## config.mk

```make
export PLATFORM = sky130hd
export DESIGN_NAME = i2c_target
export DESIGN_NICKNAME = d
export VERILOG_FILES = /design/src/rtl/i2c_target.sv
export SDC_FILE = /design/constraint.sdc
export NUM_CORES = 1
export LEC_CHECK = 0
export CAP_MARGIN = 20
export CORE_MARGIN = 2
export CORE_UTILIZATION = 45
export DETAILED_ROUTE_END_ITERATION = 12
export PLACE_DENSITY_LB_ADDON = 0.08
export SYNTH_ARGS = -nofsm -noshare
export SYNTH_HDL_FRONTEND = slang
export SYNTH_SLANG_ARGS = --single-unit
```

## constraint.sdc

```tcl
create_clock -name clk_i -period 4.43 [get_ports clk_i]
set_input_delay 0.6645 -clock clk_i [delete_from_list [all_inputs] [get_ports clk_i]]
set_output_delay 0.6645 -clock clk_i [all_outputs]
set_load 0.01 [all_outputs]
```

## src/rtl/i2c_target.sv

```systemverilog
// I2C target: 7-bit address match, MEM_DEPTH-byte register file; I2C_TGT_AUTOINC_EN enables pointer auto-increment.
// Pin-to-event latency 3 clk_i cycles; no backpressure, the bus master paces every transfer.
module i2c_target #(
   parameter logic [6:0] TGT_ADDR  = 7'h3C,
   parameter int         MEM_DEPTH = 16
) (
   input  logic       clk_i,
   input  logic       rst_i,
   input  logic       scl_i,
   input  logic       sda_i,
   output logic       sda_oe_o,
   output logic       start_o,
   output logic       stop_o,
   output logic [7:0] data_o,
   output logic       valid_o,
   output logic       busy_o
);
   localparam int AW = (MEM_DEPTH > 1) ? $clog2(MEM_DEPTH) : 1;

   typedef enum logic [3:0] {
      IDLE = 4'd0, ADDR, ADDR_ACK, PTR, PTR_ACK, WR, WR_ACK, RD, RD_ACK, WAIT_STOP
   } state_t;

   state_t        state, state_nxt;
   logic [2:0]    scl_q, sda_q;
   logic [2:0]    bitcnt;
   logic [6:0]    shift;
   logic          rw;
   logic [AW-1:0] ptr;
   logic [7:0]    mem [MEM_DEPTH];

   logic       scl_s, scl_h, sda_s, sda_h;
   logic       start_det, stop_det, scl_rise, scl_fall, byte_end, addr_hit;
   logic [7:0] rx_byte, rd_byte;
   logic       sda_oe_nxt, start_nxt, stop_nxt, valid_nxt, busy_nxt;

   // stage [1] is the synchronised level, stage [2] its one-cycle history
   assign scl_s     = scl_q[1];
   assign scl_h     = scl_q[2];
   assign sda_s     = sda_q[1];
   assign sda_h     = sda_q[2];
   assign start_det = scl_s && scl_h && sda_h && !sda_s;
   assign stop_det  = scl_s && scl_h && !sda_h && sda_s;
   assign scl_rise  = scl_s && !scl_h;
   assign scl_fall  = !scl_s && scl_h;
   assign rx_byte   = {shift, sda_s};
   assign byte_end  = scl_rise && (bitcnt == 3'd7);
   assign addr_hit  = (rx_byte[7:1] == TGT_ADDR);
   assign rd_byte   = mem[ptr];

   always_ff @(posedge clk_i) begin
      if (rst_i) begin
         state    <= IDLE;
         sda_oe_o <= 1'b0;
         start_o  <= 1'b0;
         stop_o   <= 1'b0;
         valid_o  <= 1'b0;
         busy_o   <= 1'b0;
      end else begin
         state    <= state_nxt;
         sda_oe_o <= sda_oe_nxt;
         start_o  <= start_nxt;
         stop_o   <= stop_nxt;
         valid_o  <= valid_nxt;
         busy_o   <= busy_nxt;
      end
   end

   // ACK states see two SCL falls: the first starts the ACK drive, the second ends it
   always_comb begin
      state_nxt = state;
      if (start_det) begin
         state_nxt = ADDR;
      end else if (stop_det) begin
         state_nxt = IDLE;
      end else begin
         case (state)
            ADDR:     if (byte_end) state_nxt = addr_hit ? ADDR_ACK : WAIT_STOP;
            ADDR_ACK: if (scl_fall && sda_oe_o) state_nxt = rw ? RD : PTR;
            PTR:      if (byte_end) state_nxt = PTR_ACK;
            PTR_ACK:  if (scl_fall && sda_oe_o) state_nxt = WR;
            WR:       if (byte_end) state_nxt = WR_ACK;
            WR_ACK:   if (scl_fall && sda_oe_o) state_nxt = WR;
            RD:       if (byte_end) state_nxt = RD_ACK;
            RD_ACK:   if (scl_rise) state_nxt = sda_s ? WAIT_STOP : RD;
            default:  state_nxt = state;
         endcase
      end
   end

   always_comb begin
      sda_oe_nxt = sda_oe_o;
      start_nxt  = 1'b0;
      stop_nxt   = 1'b0;
      valid_nxt  = 1'b0;
      busy_nxt   = busy_o;
      if (start_det) begin
         sda_oe_nxt = 1'b0;
         start_nxt  = 1'b1;
         busy_nxt   = 1'b1;
      end else if (stop_det) begin
         sda_oe_nxt = 1'b0;
         stop_nxt   = 1'b1;
         busy_nxt   = 1'b0;
      end else begin
         case (state)
            // a read address hands straight over to driving bit 7 of the first byte
            ADDR_ACK:        if (scl_fall) sda_oe_nxt = !sda_oe_o || (rw && !rd_byte[7]);
            PTR_ACK, WR_ACK: if (scl_fall) sda_oe_nxt = !sda_oe_o;
            WR:              valid_nxt = byte_end;
            RD:              if (scl_fall) sda_oe_nxt = !rd_byte[~bitcnt];
            RD_ACK:          if (scl_fall) sda_oe_nxt = 1'b0;
            default:         sda_oe_nxt = sda_oe_o;
         endcase
      end
   end

   always_ff @(posedge clk_i) begin
      if (rst_i) begin
         scl_q  <= '1;
         sda_q  <= '1;
         bitcnt <= '0;
         shift  <= '0;
         rw     <= 1'b0;
         ptr    <= '0;
         data_o <= 8'h00;
         for (int i = 0; i < MEM_DEPTH; i++) mem[i] <= 8'h00;
      end else begin
         scl_q <= {scl_q[1:0], scl_i};
         sda_q <= {sda_q[1:0], sda_i};
         if (start_det) begin
            bitcnt <= '0;
         end else if (scl_rise && (state inside {ADDR, PTR, WR, RD})) begin
            bitcnt <= bitcnt + 3'd1;
            shift  <= rx_byte[6:0];
         end
         if (state == ADDR && byte_end) rw <= rx_byte[0];
         if (state == PTR && byte_end) ptr <= rx_byte[AW-1:0];
         if (state == WR && byte_end) begin
            mem[ptr] <= rx_byte;
            data_o   <= rx_byte;
         end
`ifdef I2C_TGT_AUTOINC_EN
         if ((state == WR_ACK && scl_fall && sda_oe_o) || (state == RD_ACK && scl_rise))
            ptr <= ptr + 1'b1;
`endif
      end
   end
endmodule

```

Yosys cells after proc, flatten, opt, wreduce, memory -nomap -nowiden. Memory sizes are Yosys's and may differ from the RTL's. A register that Yosys moved wholly into a read port is not among the register bits. Cells that the tools add are included. Widths: inputs -> output; s select.

Order comparisons: 1. Reductions and logical operators: 36. $add $sub $neg: 1. Mux-type cells: 34. Bitwise gates (word level): 3. Equal/unequal tests: 28.

Operators with widths (count): $mux 4 (12); $pmux 4 s7 (1); $ne 4x4->1 const B (6); $ne 2x2->1 const B (9); $mux 1 (17); $eq 4x3->1 const B (4); $reduce_and 8->1 (2); $logic_and 1x1->1 (14); $reduce_bool 9->1 (1); $eq 4x2->1 const B (2); $mux 8 (1); $reduce_bool 4->1 (2); $reduce_or 8->1 (1); $eq 7x6->1 const B (1); $logic_not 1->1 (7); $reduce_bool 7->1 (1); $reduce_and 5->1 (1); $eq 4x1->1 const B (1); $eq 4x4->1 const B (1); $lt 3x4->1 const B (1); $ne 2x1->1 const B (2); $ne 4x1->1 const B (1); $pmux 1 s4 (1); $reduce_or 2->1 (2); 11 further kinds (12).

Bits in registers: 38. Word-level logic and storage cells: 118. RAM bits: 128. Memories kept: 1. Bits of input ports: 4. Output and inout port bits: 13.

Memories: mem (words 16, width 8, read ports 1, clocked after memory_dff 1, write ports 16, line 30) `logic [7:0] mem [MEM_DEPTH];`.

Logic depth before layout (Yosys ltp).
Depth in word-level cells: 9. Mapped depth: 10. Mapped depth without buffers: 7.

Least setup slack after synthesis. Ideal clock, no wire load.

Path kind: register to register. From: register state[0]. To: memory mem[4][0], enable pin. Arrival: 1.870 ns. Library setup time: 0.310 ns. Stages on the path, launching flop included: 8. Data required time: 4.120 ns. Setup slack: 2.250 ns. Path buffers: 1. Clock period less this slack: 2.180 ns. Cells stage by stage: dfxtp_1 clkbuf_1 and4bb_2 nand2_1 nor3_1 nand3_1 nor3_1 or2_2.

RTL lines: start, declared (line 24) `state_t state, state_nxt;`; start signal, assigned (line 60) `state <= state_nxt;`; end, declared (line 30).

==> impl_results.md <==
* #FFs+latches synth at 170
* Reg2Reg Depth at 7
* Period minus WS final at 3.058 ns
* # Max-Cap Violations at 0
* Syn_area_per_cell at 12.73 sq um
* Final #Nets at 620
* CTS root buf: clkbuf_16
* Cell leakage power at 3.035 nW
* IO buf count at 16
* Initial Utilization at 45.56%
* First-pass GRT wire length at 28.93 mm
* Placed cell areas at 8114 sq um
* Top Ports at 17
* Critical path class: flop to flop
* Total Power at 3.413 mW
* Die X at 135.9 um
* GPL Wtd Cong at 0.8718
* Vias in the first global route at 4,736
* Status: finished, final reports clean
* Final WS setup at 1.372 ns
* CTS Buf Count at 17
* Site row count at 48
* # setup viols final at 0
* Final cell count without fillers at 852
* Clk_lat worst skew at 0.43 ns
* Critical Path Sink Type: flop
* Max Clk Rate at 327.0 MHz
* Hold-critical path depth at 1
* # hold bufs at CTS at 0
* Total GRT Usage at 21.78%
* Worst slew pin tran at 1.029 ns
* Clock transition at path regs at 0.07 ns
* Yosys cell types at 56
* Clk buf depth at 2
* Seq/Total Area, Yosys at 59.86%
* Post-CTS Setup Repair Bufs at 0
* CP required at 4.55 ns
* Final hold violations at 0
* Finished Cell Area at 8728 sq um
* Total grt overflow at 0
* Post-Route Utilization at 50.82%
* RSZ-0062 raised after global routing: no
* Routed Antenna Nets at 0
* Synth Cell Area at 7826 sq um
* Tcrit/Tclk final at 69.04%
* Accumulated negative setup slack at 0 ns
* Initial antenna violation count at 0
* H-tree depth at 4
* Vias at 4,745
* Clock Skews at 0.006853 ns
* EDFF count, synth at 128
* Hold Path Class: flop to flop
* Die Y at 135.9 um
* Main synth FF type: edfxtp_1
* Hpwl dp at 12.34 mm
* Max VDD drop at 271.6 uV
* Final WL at 18.73 mm
* Cell taking the most area after synthesis: edfxtp_1
* Worst Hold Margin at 0.4172 ns
* PwrDens at 391.0 nW/um^2
* Largest net degree at the start of global routing at 49
* DP Cell Count at 820
* Layout cells sized above 1 at 14.83%
* Slew Limit Headroom at 30.87%
* Filler instances at 1,506
* Max-slew violations at 0
* Core area at 17,180 sq um
* Synth warn at 0
* Initial drt markers at 397
* Post-synth ARST share at 0%
* Area contributors post-synth: edfxtp_1 49%, dfxtp_1 11%, and2_1 10%
* Setup WS pre-CTS at 1.413 ns
* Ant. Diodes at 0
* Crit path DAT at 3.18 ns
* CTS sink cnt at 170
* Worst setup SP type: flop
* Commonest non-fill, non-tap cell in the layout: and2_1
* Area grow syn2layout at 11.53%
* Yosys top cell area share at 49.11%
* Drt first pass iters at 5
* Cts repair resizes at 0
* Die ar. at 18,460 sq um
* Avg WL per Cell at 21.99 um
* CTS tree: yes
* Cells after synthesis at 615
* Post-synth net total at 621
* # DRC at 0
* Most frequent cells in the layout: 129 x and2_1, 128 x edfxtp_1, 49 x nor2_1, 41 x dfxtp_1, 27 x nand2_1
* Vias per inst at 5.569
* Worst-path maximum fanout at 12
-- sequential cells by signal, indices dropped and copies added (netlist names), 3 cells and up, named ones only --
| signal | count |
|---|---|
| bitcnt | 3 |
| sda_q | 3 |
| scl_q | 3 |
| shift | 7 |
| state | 4 |
| ptr | 4 |
| data_o | 8 |
| mem | 128 |
-- cells in the mapped netlist, types with 2 or more instances --
cell type	count
a211oi_1	5
dfxtp_1	42
buf_2	3
inv_1	4
o211a_1	2
a311o_1	2
nand2b_1	5
a2111oi_0	2
mux2i_1	26
nand3_1	12
nor2b_1	10
o41ai_1	2
nor2_1	49
nor3_1	10
a21oi_1	16
mux4_2	19
nor3b_1	3
or2_2	22
ha_1	2
nor4b_1	2
buf_6	5
nand2_1	27
nand3b_1	2
mux2_2	7
o21ai_0	8
a31oi_1	2
and2_1	129
o22ai_1	2
nand4_1	3
mux4_1	6
edfxtp_1	128
clkbuf_1	34
-- logic make-up after synthesis --
kind of cell,synth area share (%)
multiplexers,11.81
AND/OR/NAND/NOR,19.73
flip-flops,59.86
buffers and inverters,2.782
XOR/XNOR,0.2239
adder cells (fa/ha/maj),0.3197
AO/OA/AOI/OAI,5.276
-- cell type report --
type / count / area [sq um] / share of cell area [%]
clock buffers: 22 / 516.7 / 5.920
clock inverters: 10 / 97.59 / 1.118
inverters: 4 / 15.01 / 0.1720
multi-input cells: 398 / 2924 / 33.50
flip-flops and latches: 170 / 4686 / 53.68
well taps: 225 / 281.5 / 3.225
repair buffers: 23 / 207.7 / 2.380
-- worst max-delay path, cell delays in order, from the launching register on --
cell and delay [ns]:
dfxtp_1 0.57, ha_1 0.23, ha_1 0.20, nand2_1 0.13
nor2_1 0.15, nand3_1 0.24, nor3_1 0.85, or2_2 0.37
-- per-layer routing --
metal / vias up / track usage (%) / part of all wire (%) / wire length, um
met4: 0 / 5.382 / 1.2 / 233
met1: 2398 / 30.43 / 45 / 8486
met5: - / 0 / 0 / 0
li1: 2222 / - / - / -
met2: 107 / 35.27 / 49 / 9229
met3: 18 / 4.325 / 4.2 / 783
-- power by group --
part / total [mW] / switching [mW] / internal (mW)
Combinational: 0.0947 / 0.0570 / 0.0377
Clock: 1.52 / 0.627 / 0.894
Sequential: 1.80 / 0.0273 / 1.77
Total: 3.41 / 0.711 / 2.70
-- final timing paths --
kind	to	startpoint	slack [ns]
hold / removal	sda_q[1]$_SDFF_PP1_	sda_q[0]$_SDFF_PP1_	0.42
setup / recovery	mem[8][0]$_SDFFCE_PN0P_	bitcnt[1]$_SDFFE_PP0P_	1.37
setup reg to reg	mem[8][0]$_SDFFCE_PN0P_	bitcnt[1]$_SDFFE_PP0P_	1.37
hold reg to reg	sda_q[1]$_SDFF_PP1_	sda_q[0]$_SDFF_PP1_	0.42
No activity file was read; power rests on OpenSTA's default activity.
